## src/rtl/hazard_stall_unit_pkg.sv

```systemverilog
// -----------------------------------------------------------------------------
// hazard_stall_unit_pkg
// Shared definitions for the hazard/stall controller:
//   - FSM state encoding (IDLE, LU_STALL, MD_BUSY)
//   - register-zero constant and register-number width
//   - shadow-pipeline entry layouts
//   - mult/div latency counter width
// -----------------------------------------------------------------------------
package hazard_stall_unit_pkg;

    localparam int unsigned REG_W    = 5;
    localparam int unsigned NUM_REGS = 32;
    localparam int unsigned MD_CNT_W = 4;

    localparam logic [REG_W-1:0] REG_ZERO = '0;

    typedef enum logic [1:0] {
        ST_IDLE     = 2'd0,
        ST_LU_STALL = 2'd1,
        ST_MD_BUSY  = 2'd2
    } state_t;

    // EX entry: the load flag is what load-use detection looks at.
    typedef struct packed {
        logic             valid;
        logic [REG_W-1:0] rd;
        logic             is_load;
    } shadow_entry_t;

    // MEM/WB entries: forwarding covers loads from here on, so only the
    // destination is tracked for the pending-write mask.
    typedef struct packed {
        logic             valid;
        logic [REG_W-1:0] rd;
    } inflight_entry_t;

endpackage

```

## src/rtl/hazard_shadow_pipe.sv

```systemverilog
// -----------------------------------------------------------------------------
// hazard_shadow_pipe
// Three-stage shadow of the destination registers in flight (EX, MEM, WB).
// A bubble kills the entry entering EX; register 0 is never tracked.
// Ports:
//   iClk, iRst_n     clock, asynchronous active-low reset
//   iBubble          NOP is being forced into ID/EX this cycle
//   iRegWrite        ID instruction writes iRegRd
//   iRegRd           ID destination register
//   iMemRead         ID instruction is a load
//   oExEntry         current EX entry {valid, rd, is_load}
//   oPendingMask     bit n set when register n has a valid write in flight
// -----------------------------------------------------------------------------
module hazard_shadow_pipe
    import hazard_stall_unit_pkg::*;
(
    input  logic                iClk,
    input  logic                iRst_n,
    input  logic                iBubble,
    input  logic                iRegWrite,
    input  logic [REG_W-1:0]    iRegRd,
    input  logic                iMemRead,
    output shadow_entry_t       oExEntry,
    output logic [NUM_REGS-1:0] oPendingMask
);

    shadow_entry_t   r_ex;
    inflight_entry_t r_mem;
    inflight_entry_t r_wb;

    // NOTE: non-blocking assignments make all three stages shift on the same
    // edge from their pre-edge values; blocking would collapse the pipeline.
    always_ff @(posedge iClk or negedge iRst_n) begin
        if (!iRst_n) begin
            r_ex  <= '0;
            r_mem <= '0;
            r_wb  <= '0;
        end else begin
            r_wb       <= r_mem;
            r_mem      <= '{valid: r_ex.valid, rd: r_ex.rd};
            r_ex.valid <= iRegWrite && (iRegRd != REG_ZERO) && !iBubble;
            r_ex.rd    <= iRegRd;
            r_ex.is_load <= iMemRead;
        end
    end

    // NOTE: the mask gets its default before the conditional sets, so every
    // path assigns it and no latch is inferred.
    always_comb begin
        oPendingMask = '0;
        if (r_ex.valid)  oPendingMask[r_ex.rd]  = 1'b1;
        if (r_mem.valid) oPendingMask[r_mem.rd] = 1'b1;
        if (r_wb.valid)  oPendingMask[r_wb.rd]  = 1'b1;
    end

    assign oExEntry = r_ex;

endmodule

```

## config.mk

```make
export PLATFORM = sky130hd
export DESIGN_NAME = hazard_shadow_pipe
export DESIGN_NICKNAME = d
export VERILOG_FILES = /design/src/rtl/hazard_stall_unit_pkg.sv /design/src/rtl/hazard_shadow_pipe.sv
export SDC_FILE = /design/constraint.sdc
export NUM_CORES = 1
export LEC_CHECK = 0
export ABC_AREA = 1
export CELL_PAD_IN_SITES_DETAIL_PLACEMENT = 1
export CELL_PAD_IN_SITES_GLOBAL_PLACEMENT = 2
export CORE_MARGIN = 5
export CORE_UTILIZATION = 23
export DETAILED_ROUTE_END_ITERATION = 8
export PLACE_DENSITY_LB_ADDON = 0.1
export SLEW_MARGIN = 30
export SYNTH_ARGS = -nofsm -noshare
export SYNTH_HDL_FRONTEND = slang
export SYNTH_SLANG_ARGS = --single-unit
```

## constraint.sdc

```tcl
create_clock -name iClk -period 1.4 [get_ports iClk]
set_input_delay 0.14 -clock iClk [delete_from_list [all_inputs] [get_ports iClk]]
set_output_delay 0.14 -clock iClk [all_outputs]
set_load 0.005 [all_outputs]
```

==> results of run 1 <==
==> worst min-delay path by stage <==
stage	startpoint	end	slack (ns)	depth (start not counted)
final	iRst_n	r_mem[0]	0.21	2
after global routing	iRst_n	r_mem[0]	0.26	2
after CTS	iRst_n	oExEntry[0]	0.22	2
after detailed placement	r_mem[1]	r_wb[1]	0.39	0
after global placement	r_mem[1]	r_wb[1]	0.38	0
after floorplan	iRst_n	oExEntry[0]	-0.16	0
==> stage by stage <==
| step | hold WS, ns | setup WS, ns | total power (W) | util, % |
|---|---|---|---|---|
| final | 0.210 | -0.198 | 0.00154 | 57.0 |
| after global routing | 0.256 | -0.246 | 0.00160 | 57.0 |
| after CTS | 0.224 | -0.142 | 0.00142 | 51.4 |
| after detailed placement | 0.389 | -0.244 | 0.000922 | 40.2 |
| after global placement | 0.382 | -0.228 | 0.000918 | 40.2 |
| after floorplan | -0.156 | 0.340 | 0.000715 | - |
==> worst register-to-register path, cell delays in order, from the launching register on <==
cell     delay [ns]
dfrtp_2        0.47
buf_6          0.14
buf_4          0.12
==> cell type report <==
class                   count  area [um2]
fillers                   674        2390
flip-flops and latches     19         483
repair buffers            142        1200
well taps                  72        90.1
inverters                  17        66.3
multi-input cells         186        1290
clock buffers               4        45.0
==> cells in the mapped netlist (all sizes together) <==
| cell | instances |
|---|---|
| dfrtp | 19 |
| inv | 17 |
| nand2 | 114 |
| nand3 | 32 |
| nor2 | 37 |
| nor3 | 2 |
| o21ai | 1 |
==> where the power goes <==
group | internal, W | switching [W] | leakage [nW] | total [W]
registers | 0.000578 | 0.0000401 | 0.219 | 0.000619
logic | 0.000255 | 0.000269 | 1.59 | 0.000524
clock network | 0.000203 | 0.000195 | 0.0228 | 0.000398
==> metal layers <==
metal  GRT usage, %  share of wire [%]
met1           26.2                 40
met2           39.0                 50
met3           3.33                5.4
met4           6.80                4.5
met5              0                  0
==> flip-flops by register name (all words and copies together), names as in the netlist <==
| signal | flops |
|---|---|
| r_wb | 6 |
| oExEntry | 7 |
| r_mem | 6 |
==> timing repair <==
| item | in CTS | in global routing |
|---|---|---|
| pin swaps | 46 | 42 |
| setup endpoints to repair | 37 | 32 |
| setup buffers | 48 | 11 |
| gates resized for setup | 258 | 74 |
==> logic make-up after synthesis <==
group                  synth area share (%)
DFF                                    35.5
buffers and inverters                  4.77
AOI/OAI and AO/OA                     0.373
and+or+nand+nor                        59.3
==> placed cells by master (no fill, tap or decap) <==
cell type / n
o21ai_0: 1
nor2_1: 9
inv_2: 10
nand3_2: 25
nand3_1: 7
buf_6: 41
clkbuf_8: 3
nand2_4: 14
nor3_2: 2
buf_8: 1
nor2_2: 8
dlygate4sd2_1: 6
nand2_2: 55
dfrtp_1: 13
inv_1: 6
nand2_1: 45
buf_2: 32
buf_12: 2
inv_4: 1
buf_4: 50
clkbuf_1: 1
nor2_4: 20
clkdlybuf4s50_1: 10
dfrtp_2: 6
==> flow_summary.ini, run 1 <==
[worst_setup_path]
crit_start = r_mem[5]
worstPathMaxFanout = 4
rr_endpoint = r_mem[4]
cp_num_buf_inv = 3
ff2ff_path_depth = 2
cp-endpoint = oPendingMask[10]
crit_arrival_ns = 1.46
max_stage_delay_ns = 0.46
path_common_cell = buf_6
cp.depth = 7
slowest_stage = dfrtp_1
cp-start-kind = flop
reg2reg_setup_slack_ns = 0.56
cpLargestDelayFamily = flip-flops
worstSetupPathType = flop to output port
worstReg2RegStart = oExEntry[5]
crit_path_cell_trace = buf_6 -> nand2_4 -> nor2_4 -> buf_6 -> nand2_1 -> nand3_2 -> buf_2
endpoint_kind = output port
worstPathRequired_ns = 1.26

[routing]
first_pass_iters = 4
drt_wl_total_mm = 8.42
routedWlPerCell_um = 19.1
vias = 2113
drc = 0
postRouteAntennaNets = 0
drt_iter0_drc = 86
viasPerCell = 4.80

[synthesis]
yosysWarningCount = 0
syn_area_um2 = 1340
syn_area_per_cell_um2 = 6.03
synth-seq-cells = 19
synth_cells = 222
ys_seq_area_share_pct = 35.5
yosysTopAreaCell = dfrtp_1
synth_nets = 232
synthTopCellsByArea = dfrtp_1 36%, nand2_1 32%, nand3_1 12%, nor2_1 7.0%, nor2_2 3.7%
synthDistinctLibCells = 12
yosysTopAreaCellShare_pct = 35.5

[die]
die_w_um = 86.3
dieHeight_um = 86.3
die_area_um2 = 7450
rows = 27
pin_count = 49
core_um2 = 5570
initial_core_util_pct = 24.0

[sta]
rsz0062_at_grt = true
min_period_ns = 1.60
finClkSkew_ns = 0.00591
fin_crit_sh_pct = 114
maxSlewViolCount = 0
relSlewSlack_pct = 81.2
clock.fmax_ghz = 0.626
setup_violations = 32
fin_tns_setup_ns = -5.19
tightest_slew_ns = 0.281
hold_viol_final = 0
fin_ws_ns = -0.198

[placement]
dp.cells = 383
hpwlAfterDp_mm = 4.53
gp_congestion = 0.789
portBuffers = 48
dpl_cell_area_um2 = 2240

[grt]
antenna_found_initial = 0
gr-total-overflow = 0
track_usage_pct = 21.6
grt_pass1_wl_mm = 12.4
grt_max_degree = 20
grt_pass1_vias = 2259

[cells_and_area]
drive_gt1_share_pct = 73.4
diodes = 0
final_nets = 379
layout.cells.non_filler = 440
design_area_um2 = 3180
areaGrowthSynthToFinish_pct = 137

[clock_tree]
clkSinkCount = 19
insertion_delay_ns = 0.26
htree_levels = 1
clkTransAtPathRegs_ns = 0.08
root_buffer = clkbuf_8
cts_tree = built
cts_buffers = 3
cts_hold_repair.buffers = 0
cts_buffer_depth = 2

[pwr]
p_leak_nw = 1.83
vdd_drop_max_mv = 0.450
powerDensity_nw_per_um2 = 484

[status]
outcome = complete, but fails checks
violations = setup timing

[job]
drv_cap = 0

[worst_hold_path]
hp-class = primary input to asynchronous set/reset pin
No activity file was read; power rests on OpenSTA's default activity.
==> run 2, diff against run 1 <==
--- a/config.mk
+++ b/config.mk
@@ -7,11 +7,11 @@
 export LEC_CHECK = 0
 export ABC_AREA = 1
 export CELL_PAD_IN_SITES_DETAIL_PLACEMENT = 1
-export CELL_PAD_IN_SITES_GLOBAL_PLACEMENT = 2
+export CELL_PAD_IN_SITES_GLOBAL_PLACEMENT = 1
 export CORE_MARGIN = 5
-export CORE_UTILIZATION = 23
+export CORE_UTILIZATION = 31
 export DETAILED_ROUTE_END_ITERATION = 8
-export PLACE_DENSITY_LB_ADDON = 0.1
+export PLACE_DENSITY_LB_ADDON = 0.3
 export SLEW_MARGIN = 30
 export SYNTH_ARGS = -nofsm -noshare
 export SYNTH_HDL_FRONTEND = slang
==> run 2 against run 1 <==
  * The run now fails in 5_1_grt
  * Synthesized cell count unchanged
  * Area after synthesis unchanged
==> flow_summary.ini, run 2 <==
[synthesis]
synthSimpleGateAreaFrac_pct = 59.3
synth_top_family_by_area = simple AND/OR/NAND/NOR gates
yosysTopAreaCell = dfrtp_1
synthMuxAreaShare_pct = 0
yosysWarningCount = 0
synth_cells = 222
yosysTopAreaCellShare_pct = 35.5
syn_area_um2 = 1340
synth-seq-cells = 19
synthFlopType = dfrtp_1
synth_xor_area_share_pct = 0
synthDistinctLibCells = 12
syn_area_per_cell_um2 = 6.03
async_reset_ff_share_pct = 100
ys_seq_area_share_pct = 35.5
yosys-top-cells-count = 113 x nand2_1, 32 x nand3_1, 25 x nor2_1
synthAdderAreaFrac_pct = 0
synth_nets = 232
yosysMostFrequentCell = nand2_1
synth_edf_count = 0
synth_compound_area_share_pct = 0.374
synthTopCellsByArea = dfrtp_1 36%, nand2_1 32%, nand3_1 12%, nor2_1 7.0%, nor2_2 3.7%

[placement]
gp_congestion = 0.834
dp.cells = 349
hpwlAfterDp_mm = 4.39
dpl_cell_area_um2 = 2110
portBuffers = 48

[clock_tree]
clkSinkCount = 19
htree_levels = 1
root_buffer = clkbuf_8
cts_buffer_depth = 2
cts_buffers = 3

[status]
lastStage = 5_1_grt
error = [ERROR DPL-0033] detailed placement checks failed during check placement.
outcome = did not finish

[sta]
worstEndpointGrtRepair = oPendingMask[13]
endpoint_type = primary output

[die]
dieHeight_um = 75.7
initial_core_util_pct = 32.8
rows = 23
pin_count = 49
die_w_um = 75.7

[grt]
grt_max_degree = 20
antenna_found_initial = 1
## run 2: cell counts after synthesis
Identical to the previous run, type by type.
## run 2: kinds of logic after synthesis
kind of cell           after synthesis
buffers and inverters               17
flip-flops                          19
AO/OA/AOI/OAI                        1
AND/OR/NAND/NOR                    185
## run 2: per-stage QoR
step / hold WS (ns) / setup slack [ns] / TNS, ns / utilization, %
after global placement: 0.385 / -0.233 / -6.16 / 51.7
after detailed placement: 0.397 / -0.267 / -6.97 / 51.7
after floorplan: -0.156 / 0.340 / 0 / -
after CTS: 0.260 / -0.194 / -3.92 / 69.7
## run 2: timing repair
| action | CTS |
|---|---|
| pin swaps | 42 |
| buffers inserted | 44 |
| setup endpoints to repair | 38 |
| hold buffers | 0 |
| resized for setup | 285 |
==> run 3, diff against run 2 <==
--- a/config.mk
+++ b/config.mk
@@ -6,12 +6,10 @@
 export NUM_CORES = 1
 export LEC_CHECK = 0
 export ABC_AREA = 1
-export CELL_PAD_IN_SITES_DETAIL_PLACEMENT = 1
-export CELL_PAD_IN_SITES_GLOBAL_PLACEMENT = 1
 export CORE_MARGIN = 5
-export CORE_UTILIZATION = 31
+export CORE_UTILIZATION = 25
 export DETAILED_ROUTE_END_ITERATION = 8
-export PLACE_DENSITY_LB_ADDON = 0.3
+export PLACE_DENSITY_LB_ADDON = 0.15
 export SLEW_MARGIN = 30
 export SYNTH_ARGS = -nofsm -noshare
 export SYNTH_HDL_FRONTEND = slang
==> run 3 against run 2 <==
  * The flow now finishes, with violations (setup timing)
==> flow_summary.ini, run 3 (same netlist as run 1, synthesis figures left out) <==
[pwr]
p_leak_nw = 1.81
powerDensity_nw_per_um2 = 466
pwr-share-comb_pct = 36.0
power.share.sequential_pct = 40.3
swShare_pct = 31.3
p_clk_share_pct = 23.7
vdd_drop_max_mv = 0.479
intPower_w = 0.00106
switchingPower_w = 0.000482

[placement]
dpl_cell_area_um2 = 2130
hpwlAfterDp_mm = 3.71
gp_congestion = 0.866
portBuffers = 48

[clock_tree]
clkTransAtPathRegs_ns = 0.06
cts_tree = built
clkSinkCount = 19
root_buffer = clkbuf_8
htree_levels = 1
insertion_delay_ns = 0.25
cts_buffer_depth = 2
cts_hold_repair.buffers = 0
cts_buffers = 3

[routing]
postRouteAntennaNets = 0
drt_wl_total_mm = 7.11
drt_iter0_drc = 189
drc = 0
first_pass_iters = 5
routedWlPerCell_um = 16.3
vias = 2121
viasPerCell = 4.88

[grt]
grt_pass1_wl_mm = 10.5
grt_max_degree = 20
track_usage_pct = 18.3
antenna_found_initial = 0
gr-total-overflow = 0
grt_pass1_vias = 2207

[worst_setup_path]
reg2reg_setup_slack_ns = 0.35
crit_arrival_ns = 1.46
slowest_stage = dfrtp_2
crit_path_cell_trace = inv_4 -> nand2_4 -> nor2_4 -> buf_4 -> buf_4 -> nand2_1 -> nand3_1 -> buf_2
max_stage_delay_ns = 0.47
endpoint_kind = output port
worstPathRequired_ns = 1.26
cpLargestDelayFamily = flip-flops
cp-start-kind = flop
worstSetupPathType = flop to output port
worstPathMaxFanout = 3
path_common_cell = buf_4
cp_num_buf_inv = 4

[sta]
finClkSkew_ns = 0.00126
rsz0062_at_grt = true
fin_ws_ns = -0.200
tightest_slew_ns = 0.294
relSlewSlack_pct = 80.4
fin_tns_setup_ns = -4.33
setup_violations = 33
maxSlewViolCount = 0
clock.fmax_ghz = 0.625
min_period_ns = 1.60
fin_crit_sh_pct = 114
hold_viol_final = 0

[die]
die_w_um = 83.2
die_area_um2 = 6920
initial_core_util_pct = 26.0
rows = 26
core_um2 = 5140
pin_count = 49
dieHeight_um = 83.2

[cells_and_area]
drive_gt1_share_pct = 72.1
final_nets = 376
areaGrowthSynthToFinish_pct = 147
diodes = 0
multi_input_area_um2 = 1370
regArea_um2 = 485
largest_reg_flops = 7
nFillCells = 430
mostFrequentLayoutCell = nand2_1
design_area_um2 = 3310
final_cell_mix = 62 x nand2_1, 52 x buf_6, 39 x buf_4, 34 x nand2_2, 33 x nor2_4

[status]
outcome = complete, but fails checks
violations = setup timing

[job]
drv_cap = 0

[worst_hold_path]
hp-class = primary input to asynchronous set/reset pin
[run 3: routing by layer]
metal,track usage (%),part of all wire [%],vias to the layer above,wire length (um)
li1,-,-,982,-
met1,20.2,36,997,2550
met2,32.7,53,119,3790
met3,3.27,7.7,23,545
met4,10.1,3.2,0,225
met5,0,0,-,0
[run 3: stage by stage]
| stage | worst slack [ns] | std cells | util, % | power, W | hold WS [ns] |
|---|---|---|---|---|---|
| 2_1_floorplan | 0.340 | 222 | - | 0.000715 | -0.156 |
| 3_3_place_gp | -0.264 | 363 | 41.4 | 0.000889 | 0.388 |
| 3_5_place_dp | -0.245 | 363 | 41.4 | 0.000888 | 0.383 |
| 4_1_cts | -0.192 | 426 | 58.5 | 0.00147 | 0.219 |
| 5_1_grt | -0.260 | 435 | 64.4 | 0.00161 | 0.226 |
| 6_report | -0.200 | 435 | 64.4 | 0.00154 | 0.220 |
[run 3: repair_timing]
action                     CTS  global route
pin swaps                   45            38
setup endpoints to repair   36            34
buffers inserted            61            11
cloned                       0             0
gates resized for setup    294            70
[run 3: worst paths after layout]
| path | from | end | depth (start not counted) |
|---|---|---|---|
| worst max-delay path | r_mem[3] | oPendingMask[1] | 8 |
| worst min-delay path | iRst_n | r_mem[4] | 2 |
| worst max register to register | oExEntry[5] | r_mem[4] | 4 |
| worst min register to register | r_mem[0] | r_wb[0] | 1 |
| max in group asynchronous | iRst_n | oExEntry[3] | 2 |
| min in group iClk | iMemRead | oExEntry[0] | 1 |
[run 3: worst reg2reg max path, delay by kind of cell, from the launching register on]
kind	cells	cell delay, ns
DFF	1	0.48
buffers and inverters	4	0.47
[run 3: final cells by class]
cell class                      count  share of cell area [%]
Clock buffer                        4                    1.36
Inverter                           17                    2.46
Multi-Input combinational cell    186                    41.3
Sequential cell                    19                    14.7
Tap cell                           70                    2.64
Timing Repair Buffer              139                    37.6
[run 3: power groups by stage]
| stage | clock (W) | sequential, W | combinational (W) |
|---|---|---|---|
| floorplan | 0 | 0.000614 | 0.000100 |
| global placement | 0 | 0.000618 | 0.000271 |
| detailed placement | 0 | 0.000619 | 0.000269 |
| CTS | 0.000378 | 0.000613 | 0.000477 |
| global route | 0.000406 | 0.000623 | 0.000584 |
| finish | 0.000366 | 0.000622 | 0.000555 |
==> run 4, diff against run 3 <==
--- a/config.mk
+++ b/config.mk
@@ -6,8 +6,10 @@
 export NUM_CORES = 1
 export LEC_CHECK = 0
 export ABC_AREA = 1
-export CORE_MARGIN = 5
-export CORE_UTILIZATION = 25
+export CELL_PAD_IN_SITES_DETAIL_PLACEMENT = 1
+export CELL_PAD_IN_SITES_GLOBAL_PLACEMENT = 2
+export CORE_MARGIN = 3
+export CORE_UTILIZATION = 23
 export DETAILED_ROUTE_END_ITERATION = 8
 export PLACE_DENSITY_LB_ADDON = 0.15
 export SLEW_MARGIN = 30
==> run 4 against run 3 <==
  * First-iteration DRC count decreased by 58%
  * The flow still finishes with violations (setup timing)
  * Via count decreased by 0.99%
  * Hold slack improved by 0.013 ns
  * Worst setup slack got worse by 0.038 ns
  * Sequential share of layout area increased by 0.14 points
==> flow_summary.ini, run 4 (same netlist as run 1, synthesis figures left out) <==
[status]
outcome = complete, but fails checks
violations = setup timing

[clock_tree]
clkTransAtPathRegs_ns = 0.07
cts_hold_repair.buffers = 0
cts_tree = built
cts_buffers = 3
clkSinkCount = 19
insertion_delay_ns = 0.26
htree_levels = 1
cts_buffer_depth = 2
root_buffer = clkbuf_8

[worst_setup_path]
cp-endpoint = oPendingMask[24]
crit_start = r_mem[1]
worstPathRequired_ns = 1.26
rr_endpoint = r_mem[2]
endpoint_kind = output port
path_common_cell = buf_12
slowest_stage = dfrtp_1
worstReg2RegStart = oExEntry[3]
cp_num_buf_inv = 4
crit_path_cell_trace = inv_1 -> nand2_2 -> nor2_4 -> buf_12 -> buf_12 -> nand2_1 -> nand3_2 -> buf_2
crit_arrival_ns = 1.50
worstSetupPathType = flop to output port
reg2reg_setup_slack_ns = 0.47
ff2ff_path_depth = 3
cp-start-kind = flop
cp.depth = 8
cpLargestDelayFamily = buffers and inverters
worstPathMaxFanout = 5
max_stage_delay_ns = 0.42

[cells_and_area]
areaGrowthSynthToFinish_pct = 144
largest_reg_flops = 7
layout.cells.non_filler = 428
drive_gt1_share_pct = 74.2
diodes = 0
final_nets = 367
mostFrequentLayoutCell = nand2_1
final_cell_mix = 55 x nand2_1, 49 x buf_6, 40 x nand2_2, 33 x buf_4, 30 x nand3_2

[worst_hold_path]
hp-class = primary input to asynchronous set/reset pin

[sta]
tightest_slew_ns = 0.269
clock.fmax_ghz = 0.611
fin_crit_sh_pct = 117
maxSlewViolCount = 0
fin_ws_ns = -0.237
rsz0062_at_grt = true
setup_violations = 32
min_period_ns = 1.64
hold_viol_final = 0
finClkSkew_ns = 0.000612
fin_tns_setup_ns = -5.73
relSlewSlack_pct = 82.0

[routing]
drt_wl_total_mm = 8.21
first_pass_iters = 4
viasPerCell = 4.91
drc = 0
vias = 2100
routedWlPerCell_um = 19.2
postRouteAntennaNets = 0
drt_iter0_drc = 80

[die]
dieHeight_um = 82.3
initial_core_util_pct = 24.0
core_um2 = 5570
rows = 27
die_area_um2 = 6770
die_w_um = 82.3
pin_count = 49

[grt]
track_usage_pct = 23.7
antenna_found_initial = 0
grt_max_degree = 20
gr-total-overflow = 0
grt_pass1_vias = 2276
grt_pass1_wl_mm = 11.9

[pwr]
power.total_w = 0.00155
switchingPower_w = 0.000511
pwr-share-comb_pct = 34.6
powerDensity_nw_per_um2 = 473
intPower_w = 0.00104
swShare_pct = 33.0
p_clk_share_pct = 25.4
vdd_drop_max_mv = 0.491
p_leak_nw = 1.86
power.share.sequential_pct = 40.0

[placement]
place_worst_setup_slack_ns = -0.311
dp.cells = 378
gp_congestion = 0.803
portBuffers = 48
hpwlAfterDp_mm = 4.45

[job]
drv_cap = 0
-- run 4: worst reg2reg max path: stages (launching register included) --
cell     delay, ns
dfrtp_2       0.45
buf_6         0.14
buf_4         0.12
buf_4         0.12
-- run 4: how the worst min path moves through the flow --
stage	to	slack, ns	depth (start not counted)
floorplan	oExEntry[0]	-0.16	0
global placement	r_wb[5]	0.39	0
detailed placement	r_wb[5]	0.39	0
CTS	oExEntry[3]	0.23	2
global route	r_mem[1]	0.26	2
finish	r_mem[1]	0.23	2
-- run 4: layout make-up --
class | instances | area (um2)
Fill cell | 668 | 2300
Multi-Input combinational cell | 186 | 1390
Timing Repair Buffer | 130 | 1200
Sequential cell | 19 | 484
Tap cell | 72 | 90.1
Inverter | 17 | 66.3
Clock buffer | 4 | 45.0
-- run 4: power by group through the flow --
stage          Combinational, W  Clock [W]  Sequential, W
2_1_floorplan          0.000100          0       0.000614
3_3_place_gp           0.000298          0       0.000617
3_5_place_dp           0.000299          0       0.000618
4_1_cts                0.000452   0.000388       0.000608
5_1_grt                0.000567   0.000425       0.000623
6_report               0.000536   0.000394       0.000619
-- run 4: metrics by stage --
step | hold slack, ns | cell area, um2 | utilization, %
floorplan | -0.156 | 1340 | -
global route | 0.258 | 3270 | 58.7
global placement | 0.387 | 2240 | 40.2
detailed placement | 0.388 | 2240 | 40.2
CTS | 0.230 | 2980 | 53.4
finish | 0.233 | 3270 | 58.7
-- run 4: metal layers --
metal  GRT usage (%)  wire, um
met1            29.3      3210
met2            42.1      4460
met3            3.04       383
met4            7.97       159
met5               0         0
-- run 4: repair_timing --
action                     CTS  global route
resized for setup          292            79
setup buffers               45             6
pin swaps                   39            33
setup endpoints to repair   38            35
